## src/rtl/dram_response_assembler.sv

```systemverilog
// rtl/dram_response_assembler.sv - reassembles out-of-order DRAM read beats into scratchpad rows
module dram_response_assembler #(
  parameter int ID_W   = 8,
  parameter int BEAT_W = 64,
  parameter int BEATS  = 8,
  parameter int SLOTS  = 4,
  parameter int ADDR_W = 10,
  parameter int MASK_W = 32
) (
  input  logic                       clk,
  input  logic                       n_rst,
  input  logic                       alloc_valid,
  input  logic [ID_W-4:0]            alloc_tag,
  input  logic [ADDR_W-1:0]          alloc_sram_addr,
  input  logic [MASK_W-1:0]          alloc_mask,
  output logic                       alloc_ready,
  input  logic                       dram_rsp_valid,
  input  logic [ID_W-1:0]            dram_rsp_id,
  input  logic [BEAT_W-1:0]          dram_rsp_data,
  output logic                       dram_rsp_ready,
  output logic                       sram_wr_valid,
  input  logic                       sram_wr_ready,
  output logic [ADDR_W-1:0]          sram_wr_addr,
  output logic [MASK_W-1:0]          sram_wr_mask,
  output logic [BEAT_W*BEATS-1:0]    sram_wr_data,
  output logic [ID_W-4:0]            sram_wr_tag,
  output logic                       rsp_err,
  output logic [$clog2(SLOTS):0]     rows_outstanding
);

  localparam int TAG_W  = ID_W - 3;
  localparam int ROW_W  = BEAT_W * BEATS;
  localparam int SLOT_W = $clog2(SLOTS);
  localparam int CNT_W  = SLOT_W + 1;

  typedef enum logic [1:0] {
    SLOT_FREE    = 2'd0,
    SLOT_FILLING = 2'd1,
    SLOT_READY   = 2'd2
  } slot_state_t;

  slot_state_t        state_q  [SLOTS];
  slot_state_t        state_d  [SLOTS];
  logic [TAG_W-1:0]   tag_q    [SLOTS];
  logic [TAG_W-1:0]   tag_d    [SLOTS];
  logic [ADDR_W-1:0]  addr_q   [SLOTS];
  logic [ADDR_W-1:0]  addr_d   [SLOTS];
  logic [MASK_W-1:0]  mask_q   [SLOTS];
  logic [MASK_W-1:0]  mask_d   [SLOTS];
  logic [BEATS-1:0]   bitmap_q [SLOTS];
  logic [BEATS-1:0]   bitmap_d [SLOTS];
  logic [ROW_W-1:0]   data_q   [SLOTS];
  logic [ROW_W-1:0]   data_d   [SLOTS];

  logic               lock_q, lock_d;
  logic [SLOT_W-1:0]  lock_slot_q, lock_slot_d;
  logic               err_q, err_d;
  logic [CNT_W-1:0]   cnt_q, cnt_d;
  logic               rsp_ready_q;

  logic               free_any, ready_any, hit;
  logic [SLOT_W-1:0]  free_idx, ready_idx, hit_idx, sel_idx;
  logic [TAG_W-1:0]   rsp_tag;
  logic [2:0]         beat_idx;
  logic               alloc_fire, beat_fire, wr_valid, wr_fire;
  logic [BEATS-1:0]   merged;

  assign rsp_tag  = dram_rsp_id[ID_W-1:3];
  assign beat_idx = dram_rsp_id[2:0];

  // Priority scans over registered slot state; iterating downward leaves the lowest index.
  always_comb begin
    free_any  = 1'b0;
    free_idx  = '0;
    ready_any = 1'b0;
    ready_idx = '0;
    hit       = 1'b0;
    hit_idx   = '0;
    for (int i = SLOTS - 1; i >= 0; i--) begin
      if (state_q[i] == SLOT_FREE) begin
        free_any = 1'b1;
        free_idx = SLOT_W'(i);
      end
      if (state_q[i] == SLOT_READY) begin
        ready_any = 1'b1;
        ready_idx = SLOT_W'(i);
      end
      if (state_q[i] == SLOT_FILLING && tag_q[i] == rsp_tag) begin
        hit     = 1'b1;
        hit_idx = SLOT_W'(i);
      end
    end
  end

  // Once a row is presented it stays locked so the write port sees stable fields.
  assign sel_idx    = lock_q ? lock_slot_q : ready_idx;
  assign wr_valid   = lock_q | ready_any;
  assign alloc_fire = alloc_valid & free_any;
  assign beat_fire  = dram_rsp_valid & rsp_ready_q;
  assign wr_fire    = wr_valid & sram_wr_ready;

  // Next-state for slots, output lock, error pulse and occupancy.
  always_comb begin
    state_d     = state_q;
    tag_d       = tag_q;
    addr_d      = addr_q;
    mask_d      = mask_q;
    bitmap_d    = bitmap_q;
    data_d      = data_q;
    lock_d      = lock_q;
    lock_slot_d = lock_slot_q;
    err_d       = 1'b0;
    merged      = bitmap_q[hit_idx] | (BEATS'(1) << beat_idx);

    // Allocation only ever takes a FREE slot, so a same-cycle beat cannot match it.
    if (alloc_fire) begin
      state_d[free_idx]  = SLOT_FILLING;
      tag_d[free_idx]    = alloc_tag;
      addr_d[free_idx]   = alloc_sram_addr;
      mask_d[free_idx]   = alloc_mask;
      bitmap_d[free_idx] = '0;
    end

    if (beat_fire) begin
      if (hit) begin
        err_d = bitmap_q[hit_idx][beat_idx];
        data_d[hit_idx][beat_idx*BEAT_W +: BEAT_W] = dram_rsp_data;
        bitmap_d[hit_idx] = merged;
        if (&merged) begin
          state_d[hit_idx] = SLOT_READY;
        end
      end else begin
        err_d = 1'b1;
      end
    end

    if (wr_fire) begin
      state_d[sel_idx] = SLOT_FREE;
      lock_d           = 1'b0;
    end else if (wr_valid) begin
      lock_d      = 1'b1;
      lock_slot_d = sel_idx;
    end

    cnt_d = cnt_q + CNT_W'(alloc_fire) - CNT_W'(wr_fire);
  end

  // Control registers: reset discards all in-flight rows and the output lock.
  always_ff @(posedge clk) begin
    if (!n_rst) begin
      for (int i = 0; i < SLOTS; i++) begin
        state_q[i] <= SLOT_FREE;
      end
      lock_q      <= 1'b0;
      lock_slot_q <= '0;
      err_q       <= 1'b0;
      cnt_q       <= '0;
      rsp_ready_q <= 1'b0;
    end else begin
      state_q     <= state_d;
      lock_q      <= lock_d;
      lock_slot_q <= lock_slot_d;
      err_q       <= err_d;
      cnt_q       <= cnt_d;
      rsp_ready_q <= 1'b1;
    end
  end

  // Payload registers need no reset; they are only observed while their slot is non-FREE.
  always_ff @(posedge clk) begin
    tag_q    <= tag_d;
    addr_q   <= addr_d;
    mask_q   <= mask_d;
    bitmap_q <= bitmap_d;
    data_q   <= data_d;
  end

  assign alloc_ready      = free_any;
  assign dram_rsp_ready   = rsp_ready_q;
  assign sram_wr_valid    = wr_valid;
  assign sram_wr_addr     = addr_q[sel_idx];
  assign sram_wr_mask     = mask_q[sel_idx];
  assign sram_wr_data     = data_q[sel_idx];
  assign sram_wr_tag      = tag_q[sel_idx];
  assign rsp_err          = err_q;
  assign rows_outstanding = cnt_q;

endmodule

```

## config.mk

```make
export PLATFORM = sky130hd
export DESIGN_NAME = dram_response_assembler
export DESIGN_NICKNAME = d
export VERILOG_FILES = /design/src/rtl/dram_response_assembler.sv
export SDC_FILE = /design/constraint.sdc
export NUM_CORES = 2
export LEC_CHECK = 0
export CAP_MARGIN = 10
export CORE_MARGIN = 2
export CORE_UTILIZATION = 35
export CTS_BUF_LIST = sky130_fd_sc_hd__clkbuf_8
export CTS_CLUSTER_SIZE = 14
export DETAILED_ROUTE_END_ITERATION = 10
export SYNTH_ARGS = -nofsm -noshare
export SYNTH_HDL_FRONTEND = slang
export SYNTH_SLANG_ARGS = --single-unit
export TNS_END_PERCENT = 50
```

## constraint.sdc

```tcl
create_clock -name clk -period 13.25 [get_ports clk]
set_input_delay 3.3125 -clock clk [delete_from_list [all_inputs] [get_ports clk]]
set_output_delay 3.3125 -clock clk [all_outputs]
set_load 0.03 [all_outputs]
```

# --- After elaboration in Yosys (flattened, before gate mapping) ---
# Index checks and enable logic that the tools add are counted.
# W data, S select, Z words.
word_totals:
  reg_bits: 2284
  out_inout_bits: 566
classes:
  n_addsub: 3
  n_lt_le_gt_ge: 7
  n_eq_ne: 12
  shift: 3
  mux: 75
  bitwise_logic: 20
  n_reduce_logical: 16
ops:
  columns: ["op", "count"]
  rows:
  - ["$bwmux W2048", 1]
  - ["$mux W512", 3]
  - ["$bmux W512 S2", 1]
  - ["$demux W512 S2", 1]
  - ["$shift A64 B34 Y512 const A", 1]
  - ["$shiftx A64 B34 Y512", 1]
  - ["$mux W32", 6]
  - ["$bwmux W128", 1]
  - ["$mux W8", 9]
  - ["$bmux W32 S2", 1]
  - ["$demux W32 S2", 1]
  - ["$bwmux W40", 1]
  - ["$neg A9 Y34", 1]
  - ["$and A32 B32 Y32", 1]
  - ["$bwmux W32", 1]
  - ["$demux W8 S2", 2]
  - ["$mux W2", 16]
  - ["$not A32 Y32", 1]
  - ["$mux W10", 3]
  - ["$bmux W10 S2", 1]
  - ["$bwmux W20", 1]
  - ["$demux W10 S2", 1]
  - ["$eq A5 B5 Y1", 4]
  - ["$bmux W8 S2", 1]
  - ["29 further kinds", 76]

# --- Longest topological paths before layout ---
logic_depth:
  ltp_word: 19
  ltp_mapped: 13

# --- Least setup slack after synthesis ---
# No wires, ideal clock.
synth_path:
  path_type: "in2reg"
  start: "input dram_rsp_id[0]"
  end: "register data_q[1792] in the netlist's numbering, enable pin"
  arrival_time_ps: 7466
  required_time_ps: 12763
  slack_ps: 5297
  path_stages: 7
  path_buffers: 0
  cell_sequence: "inv_1 -> ha_1 -> ha_1 -> nor2b_1 -> nand2_1 -> or3_1 -> nor2_1"
synth_rtl:
  columns: ["element", "line", "source"]
  rows:
  - ["start, declared", "18", "input logic [ID_W-1:0] dram_rsp_id,"]
  - ["end signal, assigned", "175", "data_q <= data_d;"]
  - ["end, declared", "52", "logic [ROW_W-1:0] data_q [SLOTS];"]

# --- Final worst setup path ---
layout_path:
  start: "register state_q[1] in the netlist's numbering"
  end: "output sram_wr_data[297]"
layout_via:
  elab_chain_len: 10
layout_rtl:
  columns: ["element", "line", "source"]
  rows:
  - ["start, declared", "42", "slot_state_t state_q [SLOTS];"]
  - ["start signal, assigned", "160", "state_q <= state_d;"]
  - ["$eq A2 B2 Y1", "84", "if (state_q[i] == SLOT_READY) begin"]
  - ["$mux W2 (4 in a row)", "84", null]
  - ["$mux W2", "96", "assign sel_idx = lock_q ? lock_slot_q : ready_idx;"]
  - ["$not A2 Y3 (implied by the code)", "183", "assign sram_wr_data = data_q[sel_idx];"]
  - ["$bmux W512 S2", "183", null]
  - ["$mux W512 (implied by the code) (2 in a row)", "183", null]
  - ["end, declared", "25", "output logic [BEAT_W*BEATS-1:0] sram_wr_data,"]
# No other way between the ends. The select of a mux whose other input is x is not followed.

==> metrics.txt <==
Root Driver=clkbuf_8; top cells by area, synth=edfxtp_1, mux4_2, and2_1, dfxtp_1, nor2_1; htree depth=5; CTS tree=built; Comb power frac=approximately 3%; Hold Buf Count CTS=0; DRC=0; yosys warns=0; Seq/Total Area, Yosys=about four fifths; post-synth top area share=slightly below 80%; post_cts resized=0; initial core utilization=35.1%; Post-synth EDFFs=roughly 2200; Synth area leader=edfxtp_1; DR pass1 iterations=5; RSZ-0062 raised after global routing=false; First DRT Iteration DRCs=roughly 5500; most common cell after layout, fill and taps aside=edfxtp_1; die area=roughly 250000 µm²; Avg Inst Size Synth=22.0 µm²; most frequent CP cell=buf_4; vias in the first global route=about 45000; Worst-path clk slew=0.06 ns; pin count of the biggest net entering global routing=approximately 140; total track usage=between 20% and 30%; VDD IR max=0.111 mV; NumNets Final=5046; Wirelength per Cell=31.0 µm; Worst-Skew Late Latency=approximately 1.2 ns; Max Clk Rate=0.115 GHz; total of max-cap violations=0; syn nets=about 4100; Syn Inst Count=approximately 4000; Die Y=~500 µm; Clock Sinks=2284; status=finished, final reports clean; CTS buffer count=389; Setup TNS=0 ns; Synth Flop Type=edfxtp_1; most frequent cells in the layout=edfxtp_1, clkdlybuf4s50_1, mux4_2; Port-buffer cells=689; Max stage delay on crit path=between 0.7 and 0.8 ns; Final Hold Vio Count=0; Reg power frac=~56%; gpl congestion=roughly 0.77; proportion of power drawn by the clock network=40.8%; num ports=690; Placeable Area=246000 µm²; layout cells sized above 1=23.4%; final setup fails=0; Die X=approximately 500 µm; Clock Path Buffers=4; Crit Path Category=reg2out; Max-slew headroom=roughly 14%; DP HPWL=160 mm; initial antenna violation count=slightly below 70; Crit-path slowest cell=buf_4; Total Power=about 14 mW; Tightest Pin Transition=between 1 and 1.5 ns; startpoint types=register; pwr/cell area=between 100 and 150 nW/µm²; Syn Std Cell Area=~86000 µm²; Max Clock Skew=between 0.1 and 0.15 ns; Crit. End Element=output pin; post-CTS repair timing setup buffer count=0; Pint=about 11 mW; worst path required time=roughly 10 ns; Overflow after GRT=0; Sw Pwr=roughly 3.1 mW; worst path arrival time=roughly 5.4 ns; area grow syn2layout=21.3%; fin worst setup slack=roughly 4.6 ns; Fillers=approximately 21000; final core utilization=between 40% and 50%; routed vias=about 45000; Netlist cell types=62; Total Routed Length=between 200 and 300 mm; Cell Count, Final, Fillers Out=~8500; final worst-path cycle share=about two thirds; first-pass GRT wire length=357 mm; Final Critical Period=8.67 ns; crit path cell chain=nor2b_1, a21oi_1, o31ai_4, buf_12, buf_4, buf_4, mux4_2, clkdlybuf4s50_1; Placed Cells=7741; row cnt=~180; leak pwr=between 30 and 40 nW; Setup WS pre-CTS=roughly 5.4 ns; ys async rst share=0%; worst-path fanout max=approximately 130; Hold/Removal Path Class=reg2reg; Synth Register Bits=approximately 2300; Post-DRT Antenna Nets=0; count of pins over their slew limit=0; vias per cell=5.31; switch share=between 20 and 25%
-- path summary, 6_finish.rpt --
| check | from | endpoint | slack [ns] | depth (start not counted) |
|---|---|---|---|---|
| max | state_q[1]$_SDFF_PN0_ | sram_wr_data[297] | 4.58 | 8 |
| min | state_q[7]$_SDFF_PN0_ | state_q[7]$_SDFF_PN0_ | 0.48 | 2 |
| max reg2reg | tag_q[5]$_DFFE_PP_ | data_q[896]$_DFFE_PP_ | 9.17 | 8 |
| min reg2reg | state_q[7]$_SDFF_PN0_ | state_q[7]$_SDFF_PN0_ | 0.48 | 2 |
-- cell type report --
type	count	area (µm²)	area share, %
sequential	2284	68100	65.0
multi-input combinational	1417	17700	16.9
timing repair buffer	808	7820	7.46
clock buffer	398	5480	5.23
tap	3220	4030	3.84
clock inverter	294	1470	1.41
antenna	63	158	0.150
inverter	13	48.8	0.0466
-- critical path: cells and delay by family (launching register included) --
| family | cells | cell delay [ns] |
|---|---|---|
| buffers and inverters | 4 | 2.60 |
| AOI/OAI and AO/OA | 2 | 0.47 |
| muxes | 1 | 0.46 |
| DFF | 1 | 0.39 |
| and+or+nand+nor | 1 | 0.20 |
-- Yosys cell counts, types with 3 or more instances --
library cell,instances
edfxtp_1,2236
mux4_2,559
and2_1,288
nor2_1,237
clkbuf_1,138
nand2_1,79
dfxtp_1,48
nand3_1,46
and3_1,43
buf_2,35
o21ai_0,35
buf_1,29
xnor2_1,17
inv_1,13
nor3_1,10
ha_1,8
a221oi_1,6
nor2b_1,6
o31a_1,6
a21oi_1,5
nand4_1,5
or3_1,5
o21ai_1,4
o221a_1,4
a221o_1,3
buf_6,3
o2111ai_1,3
o22ai_1,3
or2_1,3
xnor2_2,3
-- per-layer routing --
layer | vias to the layer above | share of wire (%) | routed length, µm | global-route usage [%]
met4 | 14 | 2.2 | 5710 | 5.18
met3 | 354 | 10 | 27400 | 5.37
met5 | - | 0.035 | 93 | 0
li1 | 18300 | - | - | -
met2 | 2420 | 46 | 121000 | 31.5
met1 | 24000 | 41 | 109000 | 29.5
-- power by group through the flow --
| stage | registers, mW | logic, mW | clock network, mW |
|---|---|---|---|
| after floorplan | 8.06 | 0.142 | 0 |
| after global placement | 8.06 | 0.422 | 0 |
| after detailed placement | 8.06 | 0.429 | 0 |
| after CTS | 7.91 | 0.431 | 5.89 |
| after global routing | 7.91 | 0.444 | 6.19 |
| final | 7.91 | 0.423 | 5.75 |
-- sequential cells by signal, summed over array words and instances (netlist names) --
signal	flops
tag_q	20
addr_q	40
state_q	8
dram_rsp_ready	1
bitmap_q	32
rows_outstanding	3
rsp_err	1
lock_slot_q	2
data_q	2048
lock_q	1
mask_q	128
-- per-stage QoR --
step	area (µm²)	hold WS, ns
2_1_floorplan	86400	0.435
3_3_place_gp	97700	0.447
3_5_place_dp	97700	0.464
4_1_cts	105000	0.481
5_1_grt	105000	0.506
6_report	105000	0.483
-- logic make-up (layout without fill, tap and decap cells) --
| logic type | after synthesis | after routing | share of synthesized area (%) |
|---|---|---|---|
| mux | 559 | 559 | 14.6 |
| compound gates | 92 | 92 | 0.769 |
| flops | 2284 | 2284 | 78.9 |
| fa+ha+maj | 9 | 9 | 0.139 |
| other cells | 0 | 63 | 0 |
| simple gates | 735 | 735 | 4.36 |
| buf+inv | 220 | 1513 | 1.04 |
| xor+xnor | 22 | 22 | 0.249 |
No activity file was read; power rests on OpenSTA's default activity.
